<file path="src/rtl/comp_sort_ctrl_pkg.sv">
// -----------------------------------------------------------------------------
// comp_sort_ctrl_pkg
//
// Shared definitions for the batch sorter and its magnitude comparator:
//   - DATA_W : element width, fixed by the 4-bit comparator.
//   - CNT_W  : width of the compare counter (holds up to 8*7/2 = 28).
//   - state_e: sequencer states LOAD -> SORT -> DRAIN -> LOAD.
//   - clog2  : index width helper, never returns less than 1 so that a
//              two-element batch still gets a real index bit.
// -----------------------------------------------------------------------------
package comp_sort_ctrl_pkg;

    localparam int DATA_W = 4;
    localparam int CNT_W  = 6;

    typedef enum logic [1:0] {
        LOAD  = 2'd0,
        SORT  = 2'd1,
        DRAIN = 2'd2
    } state_e;

    function automatic int clog2(input int value);
        int result;
        int rem;
        result = 0;
        rem    = value - 1;
        while (rem > 0) begin
            result = result + 1;
            rem    = rem >> 1;
        end
        return (result < 1) ? 1 : result;
    endfunction

endpackage : comp_sort_ctrl_pkg

</file>
<file path="src/rtl/comp_sort_ctrl_comp.sv">
// -----------------------------------------------------------------------------
// comp
//
// Unsigned 4-bit magnitude comparator. Purely combinational; exactly one
// of the three flags is high for any pair of operands.
//
// Ports:
//   a_i  in  [DATA_W-1:0]  left operand
//   b_i  in  [DATA_W-1:0]  right operand
//   l_o  out               a_i is larger than b_i
//   e_o  out               a_i equals b_i
//   s_o  out               a_i is smaller than b_i
// -----------------------------------------------------------------------------
module comp
    import comp_sort_ctrl_pkg::*;
(
    input  logic [DATA_W-1:0] a_i,
    input  logic [DATA_W-1:0] b_i,
    output logic              l_o,
    output logic              e_o,
    output logic              s_o
);

    assign l_o = (a_i >  b_i);
    assign e_o = (a_i == b_i);
    assign s_o = (a_i <  b_i);

endmodule : comp

</file>
<file path="src/rtl/comp_sort_ctrl.sv">
// -----------------------------------------------------------------------------
// comp_sort_ctrl
//
// Collects a batch of N 4-bit values over a valid/ready input stream, bubble
// sorts them in place using a single shared comparator (one compare per
// clock), then streams the sorted values out over a valid/ready output
// stream. Batches never overlap: input is accepted only in LOAD, output is
// offered only in DRAIN.
//
// Parameters:
//   N        elements per batch, 2..8
//   DESCEND  0 = smallest value first, 1 = largest value first
//
// Ports:
//   clk        in   clock, all state changes on the rising edge
//   rst        in   synchronous, active-high reset
//   in_valid   in   producer offers in_data
//   in_data    in   [3:0] value to load
//   in_ready   out  block accepts in_data this cycle (LOAD only)
//   out_valid  out  out_data holds a sorted value (DRAIN only)
//   out_data   out  [3:0] buffer entry selected by the read index
//   out_ready  in   consumer takes out_data this cycle
//   busy       out  high while sorting
//   cmp_cnt    out  [5:0] compares used by the most recent sort
// -----------------------------------------------------------------------------
module comp_sort_ctrl
    import comp_sort_ctrl_pkg::*;
#(
    parameter int N       = 4,
    parameter bit DESCEND = 1'b0
) (
    input  logic              clk,
    input  logic              rst,
    input  logic              in_valid,
    input  logic [DATA_W-1:0] in_data,
    output logic              in_ready,
    output logic              out_valid,
    output logic [DATA_W-1:0] out_data,
    input  logic              out_ready,
    output logic              busy,
    output logic [CNT_W-1:0]  cmp_cnt
);

    localparam int IDX_W = clog2(N);

    // Index constants kept at index width so every compare is width-exact.
    localparam logic [IDX_W-1:0] IDX_ONE   = IDX_W'(1);
    localparam logic [IDX_W-1:0] LAST_IDX  = IDX_W'(N - 1);
    localparam logic [IDX_W-1:0] LAST_PASS = IDX_W'(N - 2);
    localparam logic [CNT_W-1:0] CNT_ONE   = CNT_W'(1);

    // -------------------------------------------------------------------------
    // State
    // -------------------------------------------------------------------------
    state_e              state_q,   state_d;
    logic [IDX_W-1:0]    wr_idx_q,  wr_idx_d;
    logic [IDX_W-1:0]    rd_idx_q,  rd_idx_d;
    logic [IDX_W-1:0]    pass_q,    pass_d;
    logic [IDX_W-1:0]    j_q,       j_d;
    logic                swapped_q, swapped_d;
    logic [CNT_W-1:0]    cmp_cnt_q, cmp_cnt_d;
    logic [DATA_W-1:0]   mem_q [N];
    logic [DATA_W-1:0]   mem_d [N];

    // -------------------------------------------------------------------------
    // Shared comparator: operands are buffer entries j and j+1
    // -------------------------------------------------------------------------
    logic [IDX_W-1:0]  j_p1;
    logic [IDX_W-1:0]  last_j;
    logic [DATA_W-1:0] cmp_a;
    logic [DATA_W-1:0] cmp_b;
    logic              cmp_l;
    logic              cmp_e;
    logic              cmp_s;
    logic              out_of_order;

    assign j_p1   = j_q + IDX_ONE;
    // Each pass bubbles one more extreme value to the tail, so the last
    // compare position shrinks by one per pass.
    assign last_j = LAST_PASS - pass_q;
    assign cmp_a  = mem_q[j_q];
    assign cmp_b  = mem_q[j_p1];

    comp u_comp (
        .a_i (cmp_a),
        .b_i (cmp_b),
        .l_o (cmp_l),
        .e_o (cmp_e),
        .s_o (cmp_s)
    );

    // Equal operands never swap, which keeps the sort stable.
    assign out_of_order = ~cmp_e & (DESCEND ? cmp_s : cmp_l);

    // -------------------------------------------------------------------------
    // Output decode
    // -------------------------------------------------------------------------
    logic in_hs;
    logic out_hs;

    assign in_ready  = (state_q == LOAD)  & ~rst;
    assign out_valid = (state_q == DRAIN) & ~rst;
    assign busy      = (state_q == SORT)  & ~rst;
    assign out_data  = rst ? '0 : mem_q[rd_idx_q];
    assign cmp_cnt   = cmp_cnt_q;

    assign in_hs  = in_valid  & in_ready;
    assign out_hs = out_valid & out_ready;

    // -------------------------------------------------------------------------
    // Next-state logic
    // -------------------------------------------------------------------------
    always_comb begin
        // NOTE: every _d is given its hold value first so no path leaves it
        // unassigned and no latch is inferred.
        state_d   = state_q;
        wr_idx_d  = wr_idx_q;
        rd_idx_d  = rd_idx_q;
        pass_d    = pass_q;
        j_d       = j_q;
        swapped_d = swapped_q;
        cmp_cnt_d = cmp_cnt_q;
        mem_d     = mem_q;

        unique case (state_q)
            LOAD: begin
                if (in_hs) begin
                    mem_d[wr_idx_q] = in_data;
                    if (wr_idx_q == LAST_IDX) begin
                        // Batch complete: start a fresh sort.
                        wr_idx_d  = '0;
                        state_d   = SORT;
                        cmp_cnt_d = '0;
                        pass_d    = '0;
                        j_d       = '0;
                        swapped_d = 1'b0;
                    end else begin
                        wr_idx_d = wr_idx_q + IDX_ONE;
                    end
                end
            end

            SORT: begin
                cmp_cnt_d = cmp_cnt_q + CNT_ONE;
                if (out_of_order) begin
                    mem_d[j_q]  = mem_q[j_p1];
                    mem_d[j_p1] = mem_q[j_q];
                end
                if (j_q == last_j) begin
                    // A swap in this final compare still counts for the pass;
                    // otherwise a pass whose only swap is at the tail would
                    // end the sort early.
                    if (!(swapped_q | out_of_order) || (pass_q == LAST_PASS)) begin
                        state_d = DRAIN;
                    end else begin
                        pass_d    = pass_q + IDX_ONE;
                        j_d       = '0;
                        swapped_d = 1'b0;
                    end
                end else begin
                    j_d       = j_p1;
                    swapped_d = swapped_q | out_of_order;
                end
            end

            DRAIN: begin
                if (out_hs) begin
                    if (rd_idx_q == LAST_IDX) begin
                        rd_idx_d = '0;
                        state_d  = LOAD;
                    end else begin
                        rd_idx_d = rd_idx_q + IDX_ONE;
                    end
                end
            end

            default: begin
                state_d = LOAD;
            end
        endcase
    end

    // -------------------------------------------------------------------------
    // State registers
    // -------------------------------------------------------------------------
    always_ff @(posedge clk) begin
        // NOTE: non-blocking assignments so every register samples the
        // pre-edge values and the swap reads both old entries.
        if (rst) begin
            state_q   <= LOAD;
            wr_idx_q  <= '0;
            rd_idx_q  <= '0;
            pass_q    <= '0;
            j_q       <= '0;
            swapped_q <= 1'b0;
            cmp_cnt_q <= '0;
            // NOTE: the buffer is built from flops, so it is cleared on
            // reset like any other register and a discarded batch never
            // reappears on out_data.
            mem_q     <= '{default: '0};
        end else begin
            state_q   <= state_d;
            wr_idx_q  <= wr_idx_d;
            rd_idx_q  <= rd_idx_d;
            pass_q    <= pass_d;
            j_q       <= j_d;
            swapped_q <= swapped_d;
            cmp_cnt_q <= cmp_cnt_d;
            mem_q     <= mem_d;
        end
    end

endmodule : comp_sort_ctrl
</file>
<file path="config.mk">
export PLATFORM = sky130hd
export DESIGN_NAME = comp_sort_ctrl
export DESIGN_NICKNAME = d
export VERILOG_FILES = /design/src/rtl/comp_sort_ctrl_pkg.sv /design/src/rtl/comp_sort_ctrl_comp.sv /design/src/rtl/comp_sort_ctrl.sv
export SDC_FILE = /design/constraint.sdc
export NUM_CORES = 1
export LEC_CHECK = 0
export ABC_AREA = 1
export CAP_MARGIN = 10
export CORE_MARGIN = 5
export CORE_UTILIZATION = 60
export DETAILED_ROUTE_END_ITERATION = 16
export GPL_TIMING_DRIVEN = 0
export PLACE_DENSITY = 0.89
export SYNTH_ARGS = -nofsm -noshare
export SYNTH_HDL_FRONTEND = slang
export SYNTH_SLANG_ARGS = --single-unit
</file>
<file path="constraint.sdc">
create_clock -name clk -period 7.6 [get_ports clk]
set_clock_uncertainty 0.15 [all_clocks]
set_input_delay 1.9 -clock clk [delete_from_list [all_inputs] [get_ports clk]]
set_output_delay 1.9 -clock clk [all_outputs]
set_load 0.1 [all_outputs]
</file>
==> results.md <==
* Outcome: finished clean
* Total global-route track usage at a little over a quarter
* Routed Antenna Nets at 0
* Placed Instance Area at 0.00285 sq mm
* Via count at 2800
* CTS Sinks at 33
* RR Startpoint: j_q[0]$_SDFFE_PP0P_
* Die extent in y at about 76 microns
* Hold_buf cts at 0
* Share of cells above drive strength 1 at just over 9%
* Vias per cell at around 5.6
* Most frequent cells in the layout: 107 x nand2_1, 74 x nor2_1, 44 x inv_1
* TNS Setup at 0 ps
* Fin worst setup slack at around 1500 ps
* Kind of cell adding the most delay to the critical path: buffers and inverters
* WP data required at about 5600 ps
* Worst R2R Path Depth at 21
* Core box area at roughly 0.0041 sq mm
* Slew HR at 34.8%
* Asr flop ratio synth at 0%
* Inserted Diodes at 0
* Sequential element share of the synthesized area at around a quarter
* Worst endpoint data arrival time at around 4100 ps
* Maximum clock frequency at about 160 MHz
* Postcts setup bufs at 0
* Number of H-tree levels at 2
* Worst path slowest cell: clkdlybuf4s50_1
* Worst Setup Start Kind: input port
* Hold path endpoint: cmp_cnt[5]$_SDFFE_PP0P_
* Power density over cell area at roughly 140 mW/mm^2
* Die area at roughly 0.0057 sq mm
* Area growth, synth to finish at 13.5%
* Critical path buffer and inverter count at 3
* Crit share post-route at between 80 and 90%
* Post-CTS sizing at 0
* WS Path Type: input port to primary output
* Buffers on Ports at 20
* Net Count, Synth at roughly 450
* Reg2reg end: mem_q[2]$_SDFFE_PP0P_
* Worst hold slack at 358 ps
* DRC errors left at 0
* Maxcap violations at 0
* Total CTS buffers at 5
* Pleak at ~1.4 nW
* Initial drt markers at around 340
* GRT Residual Overflow at 0
* Critical Path Fanout Max at 10
* Worst-path clk slew at about 70 ps
* Tightest Pin Transition at between 900 and 1000 ps
* Critical hold path startpoint: cmp_cnt[5]$_SDFFE_PP0P_
* Min Clock Period, post-route at ~6100 ps
* Total Power at approximately 0.4 mW
* Synthesized area at between 0.002 and 0.003 sq mm
* Flops & latches, synth at 33
* Initial Util at 63.2%
* DP Cell Count at just under 500
* Post-Layout Cell Count at ~500
* Routed WL at 6.99 mm
* Most common cell after layout, fill and taps aside: nand2_1
* Post-synth EDFFs at 0
* RSZ-0062 raised after global routing: false
* R2R Setup Slk at about 4300 ps
* Hold crit path type: flop to flop
* Hold Fails Final Rpt at 0
* Critical Path Max Stage Delay at 1160 ps
* Main synth FF type: dfxtp_1
* Count of warnings emitted by yosys at 0
* Nets at approximately 470
* Place WS at 1500 ps
* Placer Congestion at around 0.94
* # setup viols final at 0
* Largest net degree at the start of global routing at 12
* Die width at between 70 and 80 microns
* Max IR drop VDD at 0.138 mV
* Final Cell Area at about 0.0029 sq mm
* Cell Chain, Critical Path: clkdlybuf4s50_1 -> clkbuf_1 -> a21oi_1 -> clkdlybuf4s50_1
* Worst skew pair latency at 300 ps
* Worst hold path depth at 2
* Slew Limit Fails at 0
* Row count at 23
* Mapped Cells at 423
* CP Capture Type: primary output
* DP Wirelength at 5.38 mm
* Clk root buf: clkbuf_8
* Syn avg cell area at 6.11 sq um
* Clock buffer depth at 2
* DR pass1 iterations at 5
* First-pass GRT wire length at 12.0 mm
* Vias in the first global route at roughly 2500
* CTS tree: built
* Initial antenna violation count at 0
* Cell variety after synth at 34
* Most used cell, CP: clkdlybuf4s50_1
* Final core occ at a little under three quarters
* Fillers at between 300 and 400
* Num ports at 21
* Routed length per instance at ~14 microns
-- layer usage --
metal | up-vias | track usage [%] | share of wire, %
li1 | 1414 | - | -
met1 | 1234 | 35.0 | 41
met2 | 127 | 45.7 | 48
met3 | 25 | 5.94 | 7.5
met4 | 0 | 9.51 | 3.0
met5 | - | 0 | 0
-- synthesized netlist by cell type, types with 2 or more instances --
| library cell | number | area (sq um) |
|---|---|---|
| buf_4 | 4 | 30.0 |
| dfxtp_1 | 33 | 661 |
| nor3_1 | 3 | 15.0 |
| nor2_1 | 74 | 278 |
| inv_1 | 44 | 165 |
| clkbuf_1 | 2 | 7.51 |
| o21ai_1 | 14 | 70.1 |
| nand2_2 | 3 | 18.8 |
| buf_6 | 3 | 33.8 |
| o21ai_0 | 23 | 115 |
| nand4_1 | 2 | 12.5 |
| nand2_1 | 107 | 402 |
| ha_1 | 15 | 188 |
| nand3_4 | 2 | 35.0 |
| a31oi_2 | 3 | 37.5 |
| buf_2 | 3 | 15.0 |
| nand3_1 | 31 | 155 |
| inv_2 | 5 | 18.8 |
| nor2_2 | 4 | 25.0 |
| a21oi_1 | 34 | 170 |
-- report_power, final --
part | switching [mW] | internal [mW]
logic | 0.0552 | 0.0266
registers | 0.00404 | 0.177
clock network | 0.0736 | 0.0633
-- kinds of logic (layout without fill, tap and decap cells) --
logic type | count (synthesis) | count (layout) | synth area share (%)
fa+ha+maj | 15 | 15 | 7.27
simple gates | 231 | 231 | 38.3
flops | 33 | 33 | 25.6
buf+inv | 62 | 90 | 10.8
xor+xnor | 1 | 1 | 0.339
compound gates | 81 | 81 | 17.7
-- worst max path at each step --
stage               start           to  slack [ps]  cells past startpoint
detailed placement    rst  out_data[0]        1500                      4
CTS                   rst     in_ready        1510                      4
floorplan             rst     in_ready        1430                      2
global route          rst     in_ready        1390                      4
finish                rst  out_data[0]        1490                      4
global placement      rst     in_ready        1470                      4
-- state kept, by name, indices dropped and copies added, names as in the netlist --
register	count
pass_q	2
swapped_q	1
j_q	2
wr_idx_q	2
rd_idx_q	2
cmp_cnt	6
state_q	2
mem_q	16
-- layout make-up --
type | count | area, sq um | area share (%)
buffer | 12 | 86.3 | 2.94
clock buffer | 5 | 68.8 | 2.35
clock inverter | 3 | 17.5 | 0.598
inverter | 50 | 193 | 6.57
multi-input combinational | 328 | 1640 | 56.0
sequential | 33 | 661 | 22.5
tap | 50 | 62.6 | 2.13
timing repair buffer | 20 | 200 | 6.83
-- worst min-delay path: cells and delay by family (launching register included) --
family,cells,cell delay [ps]
AO/OA/AOI/OAI,1,60
flip-flops,1,340
AND/OR/NAND/NOR,1,70
(Power assumes the default switching activity.)
